<file path="config.mk">
export PLATFORM = sky130hd
export DESIGN_NAME = redirect_remap_arbiter_flat
export DESIGN_NICKNAME = d
export VERILOG_FILES = /design/src/rtl/redirect_remap_arbiter_if.sv /design/src/rtl/redirect_remap_arbiter.sv /design/src/flat_wrapper.sv
export SDC_FILE = /design/constraint.sdc
export NUM_CORES = 1
export LEC_CHECK = 0
export ABC_AREA = 1
export CORE_ASPECT_RATIO = 1.25
export CORE_UTILIZATION = 45
export DETAILED_ROUTE_END_ITERATION = 7
export PLACE_DENSITY = 0.66
export RECOVER_POWER = 25
export SLEW_MARGIN = 20
export SYNTH_ARGS = -nofsm -noshare
export SYNTH_HDL_FRONTEND = slang
export SYNTH_SLANG_ARGS = --single-unit
</file>
<file path="constraint.sdc">
create_clock -name clk -period 12.9 [get_ports clk]
set_input_delay 3.87 -clock clk [delete_from_list [all_inputs] [get_ports clk]]
set_output_delay 3.87 -clock clk [all_outputs]
set_load 0.05 [all_outputs]
</file>
<file path="src/rtl/redirect_remap_arbiter_if.sv">
// Bundle of redirect request inputs, config handshake and remap table outputs
// seen by redirect_remap_arbiter. Parameters must match the arbiter instance.
// Latency: none (wires only). Backpressure: cfg_req/cfg_ack handshake is carried here.
//   master : the arbiter side (consumes redirect levels and cfg_ack_i, drives the rest)
//   slave  : the environment side (redirect detect + crossbar remap logic)
interface redirect_remap_arbiter_if #(
  parameter int N_TARG_PORT = 7,
  parameter int LOG_N_INIT  = 2
);
  localparam int N_INIT = 2 ** LOG_N_INIT;

  // per-port redirect requests from the decode stage
  logic [N_TARG_PORT-1:0]            redirect_valid_i;
  logic [N_TARG_PORT*LOG_N_INIT-1:0] source_i;
  logic [N_TARG_PORT*LOG_N_INIT-1:0] target_i;

  // config handshake towards the crossbar remap logic
  logic                  cfg_req_o;
  logic                  cfg_en_o;
  logic [LOG_N_INIT-1:0] cfg_src_o;
  logic [LOG_N_INIT-1:0] cfg_tgt_o;
  logic                  cfg_ack_i;

  // committed remap table and status
  logic [N_INIT-1:0]            remap_en_o;
  logic [N_INIT*LOG_N_INIT-1:0] remap_tgt_o;
  logic                         busy_o;
  logic                         err_self_o;
  logic                         err_timeout_o;

  modport master (
    input  redirect_valid_i, source_i, target_i, cfg_ack_i,
    output cfg_req_o, cfg_en_o, cfg_src_o, cfg_tgt_o,
    output remap_en_o, remap_tgt_o, busy_o, err_self_o, err_timeout_o
  );

  modport slave (
    output redirect_valid_i, source_i, target_i, cfg_ack_i,
    input  cfg_req_o, cfg_en_o, cfg_src_o, cfg_tgt_o,
    input  remap_en_o, remap_tgt_o, busy_o, err_self_o, err_timeout_o
  );
endinterface

</file>
<file path="src/rtl/redirect_remap_arbiter.sv">
// Turns per-port redirect_valid edges into apply/release ops, round-robins them one at a
// time over a req/ack config handshake, and commits acknowledged ops to a remap table.
// Latency: edge -> pending 1 cycle, pending -> cfg_req_o 1 cycle; ack -> table 1 cycle.
// Backpressure: cfg_req_o held until cfg_ack_i or TIMEOUT; ops stay pending meanwhile.
// Ports: clk, rst (sync active-high), bus (redirect_remap_arbiter_if.master).
module redirect_remap_arbiter #(
  parameter int N_TARG_PORT = 7,
  parameter int LOG_N_INIT  = 2,
  parameter int TIMEOUT     = 64
) (
  input  logic                            clk,
  input  logic                            rst,
  redirect_remap_arbiter_if.master        bus
);
  localparam int N_INIT = 2 ** LOG_N_INIT;
  localparam int PW     = (N_TARG_PORT > 1) ? $clog2(N_TARG_PORT) : 1;
  localparam int CW     = $clog2(TIMEOUT);

  typedef enum logic {
    ST_IDLE = 1'b0,
    ST_REQ  = 1'b1
  } state_t;

  state_t state_q, state_d;

  // per-port edge tracking and pending op
  logic [N_TARG_PORT-1:0]                 prev_valid_q, prev_valid_d;
  logic [N_TARG_PORT-1:0]                 pend_q, pend_d;
  logic [N_TARG_PORT-1:0]                 op_apply_q, op_apply_d;
  logic [N_TARG_PORT-1:0][LOG_N_INIT-1:0] op_src_q, op_src_d;
  logic [N_TARG_PORT-1:0][LOG_N_INIT-1:0] op_tgt_q, op_tgt_d;

  logic [PW-1:0] rr_q, rr_d;
  logic [CW-1:0] cnt_q, cnt_d;

  // op currently being configured
  logic                  cfg_en_q, cfg_en_d;
  logic [LOG_N_INIT-1:0] cfg_src_q, cfg_src_d;
  logic [LOG_N_INIT-1:0] cfg_tgt_q, cfg_tgt_d;

  // committed table
  logic [N_INIT-1:0]                 remap_en_q, remap_en_d;
  logic [N_INIT-1:0][LOG_N_INIT-1:0] remap_tgt_q, remap_tgt_d;

  logic err_self_q, err_self_d;
  logic err_timeout_q, err_timeout_d;

  logic [N_TARG_PORT-1:0] rise;
  logic [N_TARG_PORT-1:0] fall;

  logic          gnt_found;
  logic [PW-1:0] gnt_idx;
  logic [PW-1:0] cand;

  always_comb begin
    rise = bus.redirect_valid_i & ~prev_valid_q;
    fall = ~bus.redirect_valid_i & prev_valid_q;
  end

  // Round-robin search: rr_q+1 first, rr_q (last winner) last.
  always_comb begin
    gnt_found = 1'b0;
    gnt_idx   = '0;
    cand      = '0;
    for (int k = 1; k <= N_TARG_PORT; k++) begin
      cand = PW'((int'(rr_q) + k) % N_TARG_PORT);
      if (!gnt_found && pend_q[cand]) begin
        gnt_found = 1'b1;
        gnt_idx   = cand;
      end
    end
  end

  always_comb begin
    state_d       = state_q;
    prev_valid_d  = bus.redirect_valid_i;
    pend_d        = pend_q;
    op_apply_d    = op_apply_q;
    op_src_d      = op_src_q;
    op_tgt_d      = op_tgt_q;
    rr_d          = rr_q;
    cnt_d         = cnt_q;
    cfg_en_d      = cfg_en_q;
    cfg_src_d     = cfg_src_q;
    cfg_tgt_d     = cfg_tgt_q;
    remap_en_d    = remap_en_q;
    remap_tgt_d   = remap_tgt_q;
    err_self_d    = 1'b0;
    err_timeout_d = 1'b0;

    case (state_q)
      ST_IDLE: begin
        if (gnt_found) begin
          rr_d            = gnt_idx;
          pend_d[gnt_idx] = 1'b0;
          cnt_d           = '0;
          cfg_en_d        = op_apply_q[gnt_idx];
          cfg_src_d       = op_src_q[gnt_idx];
          cfg_tgt_d       = op_apply_q[gnt_idx] ? op_tgt_q[gnt_idx] : '0;
          // A redirect onto itself is meaningless; drop it without touching the xbar.
          if (op_apply_q[gnt_idx] && (op_src_q[gnt_idx] == op_tgt_q[gnt_idx])) begin
            err_self_d = 1'b1;
          end else begin
            state_d = ST_REQ;
          end
        end
      end
      ST_REQ: begin
        // ack takes priority over a timeout landing in the same cycle
        if (bus.cfg_ack_i) begin
          remap_en_d[cfg_src_q]  = cfg_en_q;
          remap_tgt_d[cfg_src_q] = cfg_tgt_q;
          state_d                = ST_IDLE;
        end else if (cnt_q == CW'(TIMEOUT - 1)) begin
          err_timeout_d = 1'b1;
          state_d       = ST_IDLE;
        end else begin
          cnt_d = cnt_q + CW'(1);
        end
      end
      default: state_d = ST_IDLE;
    endcase

    // Edge capture runs after the grant clear so an edge on the granted port re-arms it.
    // A newer edge simply overwrites the pending op; src/tgt are latched on rise only.
    for (int i = 0; i < N_TARG_PORT; i++) begin
      if (rise[i]) begin
        pend_d[i]     = 1'b1;
        op_apply_d[i] = 1'b1;
        op_src_d[i]   = bus.source_i[i*LOG_N_INIT +: LOG_N_INIT];
        op_tgt_d[i]   = bus.target_i[i*LOG_N_INIT +: LOG_N_INIT];
      end else if (fall[i]) begin
        pend_d[i]     = 1'b1;
        op_apply_d[i] = 1'b0;
      end
    end
  end

  always_ff @(posedge clk) begin
    if (rst) begin
      state_q       <= ST_IDLE;
      prev_valid_q  <= '0;
      pend_q        <= '0;
      op_apply_q    <= '0;
      op_src_q      <= '0;
      op_tgt_q      <= '0;
      rr_q          <= PW'(N_TARG_PORT - 1);
      cnt_q         <= '0;
      cfg_en_q      <= 1'b0;
      cfg_src_q     <= '0;
      cfg_tgt_q     <= '0;
      remap_en_q    <= '0;
      remap_tgt_q   <= '0;
      err_self_q    <= 1'b0;
      err_timeout_q <= 1'b0;
    end else begin
      state_q       <= state_d;
      prev_valid_q  <= prev_valid_d;
      pend_q        <= pend_d;
      op_apply_q    <= op_apply_d;
      op_src_q      <= op_src_d;
      op_tgt_q      <= op_tgt_d;
      rr_q          <= rr_d;
      cnt_q         <= cnt_d;
      cfg_en_q      <= cfg_en_d;
      cfg_src_q     <= cfg_src_d;
      cfg_tgt_q     <= cfg_tgt_d;
      remap_en_q    <= remap_en_d;
      remap_tgt_q   <= remap_tgt_d;
      err_self_q    <= err_self_d;
      err_timeout_q <= err_timeout_d;
    end
  end

  assign bus.cfg_req_o     = (state_q == ST_REQ);
  assign bus.cfg_en_o      = cfg_en_q;
  assign bus.cfg_src_o     = cfg_src_q;
  assign bus.cfg_tgt_o     = cfg_tgt_q;
  assign bus.remap_en_o    = remap_en_q;
  assign bus.remap_tgt_o   = remap_tgt_q;
  assign bus.busy_o        = (state_q != ST_IDLE) || (|pend_q);
  assign bus.err_self_o    = err_self_q;
  assign bus.err_timeout_o = err_timeout_q;

endmodule

</file>
<file path="src/flat_wrapper.sv">
// flat-port wrapper written by rule: the top's interface ports become plain ports
module redirect_remap_arbiter_flat 
#(
  parameter int N_TARG_PORT = 7,
  parameter int LOG_N_INIT  = 2,
  parameter int TIMEOUT     = 64
)
  (clk, rst, bus_redirect_valid_i, bus_source_i, bus_target_i, bus_cfg_ack_i, bus_cfg_req_o, bus_cfg_en_o, bus_cfg_src_o, bus_cfg_tgt_o, bus_remap_en_o, bus_remap_tgt_o, bus_busy_o, bus_err_self_o, bus_err_timeout_o);
  redirect_remap_arbiter_if #(.N_TARG_PORT(N_TARG_PORT), .LOG_N_INIT(LOG_N_INIT)) bus_i ();
  input  logic clk;
  input  logic rst;
  input wire logic [$bits(bus_i.redirect_valid_i)-1:0] bus_redirect_valid_i;
  input wire logic [$bits(bus_i.source_i)-1:0] bus_source_i;
  input wire logic [$bits(bus_i.target_i)-1:0] bus_target_i;
  input wire logic [$bits(bus_i.cfg_ack_i)-1:0] bus_cfg_ack_i;
  output wire logic [$bits(bus_i.cfg_req_o)-1:0] bus_cfg_req_o;
  output wire logic [$bits(bus_i.cfg_en_o)-1:0] bus_cfg_en_o;
  output wire logic [$bits(bus_i.cfg_src_o)-1:0] bus_cfg_src_o;
  output wire logic [$bits(bus_i.cfg_tgt_o)-1:0] bus_cfg_tgt_o;
  output wire logic [$bits(bus_i.remap_en_o)-1:0] bus_remap_en_o;
  output wire logic [$bits(bus_i.remap_tgt_o)-1:0] bus_remap_tgt_o;
  output wire logic [$bits(bus_i.busy_o)-1:0] bus_busy_o;
  output wire logic [$bits(bus_i.err_self_o)-1:0] bus_err_self_o;
  output wire logic [$bits(bus_i.err_timeout_o)-1:0] bus_err_timeout_o;
  assign bus_i.redirect_valid_i = bus_redirect_valid_i;
  assign bus_i.source_i = bus_source_i;
  assign bus_i.target_i = bus_target_i;
  assign bus_i.cfg_ack_i = bus_cfg_ack_i;
  assign bus_cfg_req_o = bus_i.cfg_req_o;
  assign bus_cfg_en_o = bus_i.cfg_en_o;
  assign bus_cfg_src_o = bus_i.cfg_src_o;
  assign bus_cfg_tgt_o = bus_i.cfg_tgt_o;
  assign bus_remap_en_o = bus_i.remap_en_o;
  assign bus_remap_tgt_o = bus_i.remap_tgt_o;
  assign bus_busy_o = bus_i.busy_o;
  assign bus_err_self_o = bus_i.err_self_o;
  assign bus_err_timeout_o = bus_i.err_timeout_o;
  redirect_remap_arbiter #(.N_TARG_PORT(N_TARG_PORT), .LOG_N_INIT(LOG_N_INIT), .TIMEOUT(TIMEOUT)) u_core (.clk(clk), .rst(rst), .bus(bus_i));
endmodule
</file>
==> results.json, run 1 <==
{
  "core_um2": 12200,
  "routed_wl_um": 13700,
  "cp_common_cell": "nand2_1",
  "crit_slowest_cell": "o22ai_1",
  "antenna_found_initial": 0,
  "dieArea_um2": 13100,
  "place_inst": 1063,
  "synth_cell_types": 45,
  "start_util": 0.465,
  "wl_per_cell_um": 12.7,
  "synth-seq-cells": 78,
  "fp.dieH_um": 128,
  "finalMaxSlewViolations": 0,
  "place_ws_ns": 6.55,
  "clock_latency_ns": 0.34,
  "regArea_um2": 1560,
  "criticalPathCategory": "flop to flop",
  "nFillCells": 1261,
  "min_path_type": "flop to flop",
  "synth_cells": 859,
  "tightestPinTransition_ns": 1.30,
  "fin_crit_ns": 6.58,
  "first_pass_iters": 5,
  "grt_max_degree": 43,
  "cts.sinks": 78,
  "outcome": "finished clean",
  "vias_per_cell": 5.00,
  "endpoint_kind": "flop",
  "grt_pass1_wl_um": 22900,
  "cts_tree": "yes",
  "clkTransAtPathRegs_ns": 0.06,
  "holdPathEnd": "u_core.op_src_q[10]",
  "synthTopCellsByArea": "dfxtp_1, nand2_1, ha_1",
  "achievable-frequency_mhz": 152,
  "grt_pass1_vias": 4956,
  "r2r-start": "u_core.rr_q[0]",
  "nets": 989,
  "crit_fanout": 20,
  "grtUsageTotal": 0.224,
  "hold_ws_ns": 0.450,
  "ant_nets": 0,
  "setup_tns_ns": 0,
  "relSlewSlack": 0.135,
  "fin_cells": 1079,
  "maxCapViolations": 0,
  "cts_hold_buf": 0,
  "grt_setup_unrepaired": "no",
  "grt.overflow.total": 0,
  "cts_setup_buffers": 0,
  "worst_ep_arrival_time_ns": 6.81,
  "setup_slack_ns": 6.32,
  "place.port_buffers": 58,
  "cts-root-buf": "clkbuf_16",
  "cts_resized": 0,
  "synth_fp_nets": 938,
  "drc": 0,
  "h-tree-depth": 3,
  "yosys.area.top_type": "dfxtp_1",
  "drive_gt1_frac": 0.101,
  "io_pins": 59,
  "cts_inserted_buffers": 9,
  "fin_crit_sh": 0.510,
  "required_ns": 13.13,
  "final-hold-violation-count": 0,
  "r2r_slack_ns": 6.32,
  "gp_congestion": 0.873,
  "rr_worst_depth": 33,
  "start_kind": "flop",
  "dp_hpwl_um": 10400,
  "synth_edf_count": 0,
  "clk_path_buf_depth": 2,
  "layout_common_cells": "nand2_1, inv_1, dfxtp_1",
  "synth_flop_cell": "dfxtp_1",
  "syn2layout_area_growth_pct": 17.4,
  "multiInputGateArea_um2": 3510,
  "vias": 5394,
  "drtIter0Drc": 242,
  "setup_viol": 0,
  "timing.rr.end": "u_core.bus.cfg_req_o",
  "yosysSeqAreaShare": 0.275,
  "min-delay-start": "u_core.op_src_q[10]",
  "ys_async_sr_fraction": 0,
  "syn_avg_cell_area_um2": 6.61,
  "final_common_cell": "nand2_1",
  "antenna_cells": 0,
  "rows": 45,
  "die_x_um": 102,
  "skew_ns": 0.00913,
  "synth_top_area_frac": 0.275,
  "critical-path-max-stage-delay_ns": 0.98,
  "holdPathStages": 2,
  "netlist_area_um2": 5680,
  "yosysWarnings": 0
}
[final cells by class]
type                       count  area share
clock inverter                 4      0.0105
clock buffer                  12      0.0370
multi-input combinational    633       0.526
timing repair buffer          59      0.0876
tap                          164      0.0308
inverter                     129      0.0737
sequential                    78       0.234
[layer usage]
layer / track usage / vias up / wire (µm)
li1: - / 2887 / -
met1: 0.265 / 2408 / 6110
met2: 0.403 / 84 / 7040
met3: 0.0290 / 15 / 377
met4: 0.0807 / 0 / 207
met5: 0 / - / 0
[kinds of logic after synthesis]
logic type,Yosys count,synth area share
DFF,78,0.275
xor gates and xnor gates,11,0.0183
and+or+nand+nor,422,0.354
AOI/OAI and AO/OA,159,0.156
adders and majority gates,41,0.0903
buffers and inverters,148,0.106
[critical path, delay by kind of cell (launching register included)]
family | cells | cell delay [ns]
flops | 1 | 0.30
compound gates | 2 | 1.15
fa+ha+maj | 4 | 1.32
buf+inv | 5 | 1.85
simple gates | 22 | 1.86
[stage by stage]
stage | utilization | instance area (µm²)
after detailed placement | 0.521 | 6360
after CTS | 0.547 | 6680
final | 0.546 | 6670
after global routing | 0.546 | 6670
after global placement | 0.521 | 6360
after floorplan | - | 5680
[flip-flops by register name, indices dropped and copies added (netlist names)]
signal                    count
u_core.op_src_q              14
u_core.op_tgt_q              14
u_core.bus.remap_tgt_o        8
u_core.op_apply_q             7
u_core.pend_q                 7
u_core.prev_valid_q           7
u_core.cnt_q                  6
u_core.bus.remap_en_o         4
u_core.rr_q                   3
u_core.bus.cfg_src_o          2
u_core.bus.cfg_tgt_o          2
u_core.bus.cfg_en_o           1
u_core.bus.cfg_req_o          1
u_core.bus.err_self_o         1
u_core.bus.err_timeout_o      1
[cell usage after synthesis (3+ instances only)]
master	n
nand3_2	11
xor2_1	9
o21ai_0	65
nand2_2	22
nor3_1	14
o22ai_1	4
o21ai_1	14
buf_6	3
nand2_4	7
clkbuf_1	10
nor2_2	6
a21oi_1	50
ha_1	41
nand4_1	15
dfxtp_1	78
buf_4	3
inv_1	111
o21ai_2	6
nand3_4	3
o211ai_1	9
nor2_1	69
nand2_1	216
nand3_1	48
o21bai_1	3
inv_2	15
[how the worst max path moves through the flow]
stage	endpoint	slack, ns	startpoint
6_report	u_core.bus.cfg_req_o	6.32	u_core.rr_q[0]
3_3_place_gp	u_core.op_src_q[0]	6.59	rst
5_1_grt	u_core.bus.cfg_req_o	5.56	u_core.rr_q[0]
2_1_floorplan	bus_busy_o	7.57	u_core.bus.cfg_req_o
3_5_place_dp	u_core.op_tgt_q[10]	6.55	rst
4_1_cts	bus_busy_o	6.86	u_core.bus.cfg_req_o
Power of run 1 is left out: the tool's default activity adds up to more than one toggle a clock period on the data nets, which glitch-free logic cannot reach.
==> run 2: changes to the inputs <==
- PLACE_DENSITY: 0.66 -> 0.68
- clock period: 12.9 -> 5.5 ns (I/O delays scaled with it)
==> results.json, run 2 (synthesized netlist as in run 1, its figures left out) <==
{
  "outcome": "finished clean",
  "dieArea_um2": 13100,
  "holdPathEnd": "u_core.op_tgt_q[11]",
  "cts_hold_buf": 0,
  "holdPathStages": 2,
  "h-tree-depth": 3,
  "start_util": 0.465,
  "cts_resized": 0,
  "crit_slowest_cell": "dfxtp_1",
  "cts.sinks": 78,
  "fin_util": 0.547,
  "skew_ns": 0.00642,
  "cp_common_cell": "nand2_1",
  "drive_gt1_frac": 0.108,
  "antenna_found_initial": 0,
  "ant_nets": 0,
  "routed_wl_um": 14000,
  "clock_latency_ns": 0.34,
  "grt_pass1_vias": 5159,
  "rr_worst_depth": 36,
  "vias_per_cell": 5.11,
  "final_common_cell": "nand2_1",
  "first_pass_iters": 5,
  "setup_viol": 0,
  "io_pins": 59,
  "antenna_cells": 0,
  "die_x_um": 102,
  "syn2layout_area_growth_pct": 17.6,
  "required_ns": 5.73,
  "dp_hpwl_um": 11000,
  "endpoint_kind": "flop",
  "timing.rr.end": "u_core.bus.cfg_req_o",
  "finalMaxSlewViolations": 0,
  "tightestPinTransition_ns": 1.22,
  "crit_fanout": 17,
  "fin_crit_ns": 4.97,
  "clkTransAtPathRegs_ns": 0.06,
  "min-delay-start": "u_core.op_tgt_q[11]",
  "fp.dieH_um": 128,
  "maxCapViolations": 0,
  "grt_pass1_wl_um": 23300,
  "core_um2": 12200,
  "cts-root-buf": "clkbuf_16",
  "gp_congestion": 0.948,
  "wl_per_cell_um": 12.9,
  "min_path_type": "flop to flop",
  "place.port_buffers": 58,
  "final-hold-violation-count": 0,
  "cts_inserted_buffers": 9,
  "start_kind": "flop",
  "grt.overflow.total": 0,
  "drtIter0Drc": 214,
  "criticalPathCategory": "flop to flop",
  "setup_tns_ns": 0,
  "achievable-frequency_mhz": 201,
  "fin_crit_sh": 0.904,
  "grt_max_degree": 43,
  "vias": 5527,
  "relSlewSlack": 0.188,
  "grtUsageTotal": 0.226,
  "drc": 0,
  "r2r-start": "u_core.rr_q[0]",
  "crit_start": "u_core.rr_q[0]",
  "layout_common_cells": "nand2_1, inv_1, dfxtp_1",
  "cts_setup_buffers": 0,
  "clk_path_buf_depth": 2,
  "rows": 45,
  "nets": 993,
  "r2r_slack_ns": 0.53,
  "cts_tree": "yes",
  "grt_setup_unrepaired": "no",
  "worst_ep_arrival_time_ns": 5.21,
  "critical-path-max-stage-delay_ns": 0.48
}
-- run 2: final cells by class --
| cell class | count | area (µm²) |
|---|---|---|
| Fill cell | 1253 | 5540 |
| Inverter | 129 | 492 |
| Sequential cell | 78 | 1560 |
| Clock inverter | 4 | 47.5 |
| Clock buffer | 11 | 243 |
| Tap cell | 164 | 205 |
| Multi-Input combinational cell | 633 | 3520 |
| Timing Repair Buffer | 63 | 614 |
-- run 2: worst max-delay path: cells and delay by family (launching register included) --
kind                       cells  cell delay (ns)
and+or+nand+nor               26             2.54
adders and majority gates      4             0.89
buffers and inverters          4             0.55
DFF                            1             0.48
AOI/OAI and AO/OA              1             0.22
xor gates and xnor gates       1             0.19
-- run 2: layer usage --
metal	global-route usage	wire (µm)	vias up
met5	0	0	-
met4	0.0908	257	0
met3	0.0235	482	20
met2	0.417	7340	109
met1	0.258	5910	2510
li1	-	-	2888
-- run 2: how the worst max path moves through the flow --
stage / to
floorplan: u_core.bus.cfg_req_o
global placement: u_core.bus.cfg_req_o
detailed placement: u_core.bus.cfg_req_o
CTS: u_core.bus.cfg_req_o
global route: u_core.bus.cfg_req_o
finish: u_core.bus.cfg_req_o
-- run 2: metrics by stage --
step / cells / instance area, µm² / setup WS (ns) / hold WS, ns
finish: 1082 / 6680 / 0.526 / 0.453
global route: 1082 / 6680 / 0.0776 / 0.475
CTS: 1082 / 6680 / 0.515 / 0.458
detailed placement: 1067 / 6390 / 0.528 / 0.450
global placement: 1067 / 6390 / 0.577 / 0.442
floorplan: 859 / 5680 / 1.30 / 0.430
Power of run 2 is left out for the same reason.
==> run 3: changes to the inputs <==
- PLACE_DENSITY: 0.68 -> 0.66
- clock period: 5.5 -> 5.65 ns (I/O delays scaled with it)
==> results.json, run 3 (synthesized netlist as in run 1, its figures left out) <==
{
  "r2r-start": "u_core.rr_q[1]",
  "critical-path-max-stage-delay_ns": 0.55,
  "tightestPinTransition_ns": 1.26,
  "met1Wirelength_um": 6090,
  "maxCapViolations": 0,
  "path_depth": 33,
  "endpoint_kind": "flop",
  "criticalPathCategory": "flop to flop",
  "final-hold-violation-count": 0,
  "min_path_type": "flop to flop",
  "grt_pass1_vias": 5077,
  "drtIter0Drc": 201,
  "clock_latency_ns": 0.34,
  "cts_inserted_buffers": 9,
  "h-tree-depth": 3,
  "core_um2": 12200,
  "final_common_cell": "nand2_1",
  "grt.overflow.total": 0,
  "grt_pass1_wl_um": 23200,
  "rr_worst_depth": 33,
  "grt_max_degree": 43,
  "outcome": "finished clean",
  "drc": 0,
  "cts_hold_buf": 0,
  "cts-root-buf": "clkbuf_16",
  "skew_ns": 0.0103,
  "grtUsageTotal": 0.227,
  "cts_resized": 0,
  "achievable-frequency_mhz": 202,
  "cts_tree": "yes",
  "finalMaxSlewViolations": 0,
  "grt_setup_unrepaired": "no",
  "rows": 45,
  "wl_met3_um": 403,
  "die_x_um": 102,
  "cp_common_cell": "nand2_1",
  "path_buf_inv": 3,
  "clkTransAtPathRegs_ns": 0.06,
  "dieArea_um2": 13100,
  "syn2layout_area_growth_pct": 17.0,
  "relSlewSlack": 0.157,
  "drive_gt1_frac": 0.108,
  "fp.dieH_um": 128,
  "setup_tns_ns": 0,
  "vias_per_cell": 5.05,
  "crit_end": "u_core.bus.cfg_req_o",
  "crit_fanout": 17,
  "nFillCells": 1283,
  "first_pass_iters": 4,
  "cts.sinks": 78,
  "timing.rr.end": "u_core.bus.cfg_req_o",
  "nets": 992,
  "hold_ws_ns": 0.456,
  "start_util": 0.465,
  "wl_per_cell_um": 13.0,
  "antenna_found_initial": 0,
  "fin_crit_sh": 0.874,
  "cts_setup_buffers": 0,
  "gp_congestion": 0.889,
  "place.port_buffers": 58,
  "cp_top_family": "simple AND/OR/NAND/NOR gates",
  "vias": 5463,
  "crit_start": "u_core.rr_q[1]",
  "routed_wl_um": 14100,
  "layout_common_cells": "nand2_1, inv_1, dfxtp_1",
  "fin_crit_ns": 4.94,
  "required_ns": 5.88,
  "setup_viol": 0,
  "top_layer_used": "met4",
  "dp_hpwl_um": 10900,
  "worst_ep_arrival_time_ns": 5.17,
  "r2r_slack_ns": 0.71,
  "antenna_cells": 0,
  "crit_slowest_cell": "ha_1",
  "io_pins": 59,
  "ant_nets": 0,
  "met2_length_um": 7160,
  "start_kind": "flop",
  "clk_path_buf_depth": 2
}
==> run 3: cell count changes in the layout (fill, tap and decap cells not counted), sizes merged <==
cell	before	now
buf	4	3
clkinv	4	6
inv	127	128
clkbuf	12	11
bufinv	1	0
==> run 3: worst min-delay path: stages (launching register included) <==
cell and delay, ns:
dfxtp_1 0.29, inv_1 0.06, a21oi_1 0.06
==> run 3: worst min path at each step <==
stage	from	end	slack [ns]	depth (start not counted)
2_1_floorplan	u_core.op_src_q[0]	u_core.op_src_q[0]	0.43	2
3_3_place_gp	u_core.op_src_q[8]	u_core.op_src_q[8]	0.44	2
3_5_place_dp	u_core.op_src_q[8]	u_core.op_src_q[8]	0.45	2
4_1_cts	u_core.op_src_q[0]	u_core.op_src_q[0]	0.46	2
5_1_grt	u_core.op_src_q[0]	u_core.op_src_q[0]	0.47	2
6_report	u_core.op_tgt_q[1]	u_core.op_tgt_q[1]	0.46	2
==> run 3: area by class of cell <==
cell class	count	area, µm²	area share
repair buffers	62	607	0.0913
well taps	164	205	0.0309
flip-flops and latches	78	1560	0.235
multi-input cells	633	3520	0.529
clock buffers	10	229	0.0345
clock inverters	6	36.3	0.00546
inverters	129	492	0.0740
==> run 3: metrics by stage <==
stage / util / setup WS, ns / instance area (µm²) / cells
2_1_floorplan: - / 1.45 / 5680 / 859
3_3_place_gp: 0.523 / 0.786 / 6380 / 1066
3_5_place_dp: 0.523 / 0.748 / 6380 / 1066
4_1_cts: 0.544 / 0.722 / 6650 / 1082
5_1_grt: 0.544 / 0.172 / 6650 / 1082
6_report: 0.544 / 0.711 / 6650 / 1082
==> run 3: layer usage <==
layer	vias to the layer above	global-route usage
li1	2890	-
met1	2433	0.260
met2	107	0.412
met3	33	0.0263
met4	0	0.108
met5	-	0
Power of run 3 is left out for the same reason.
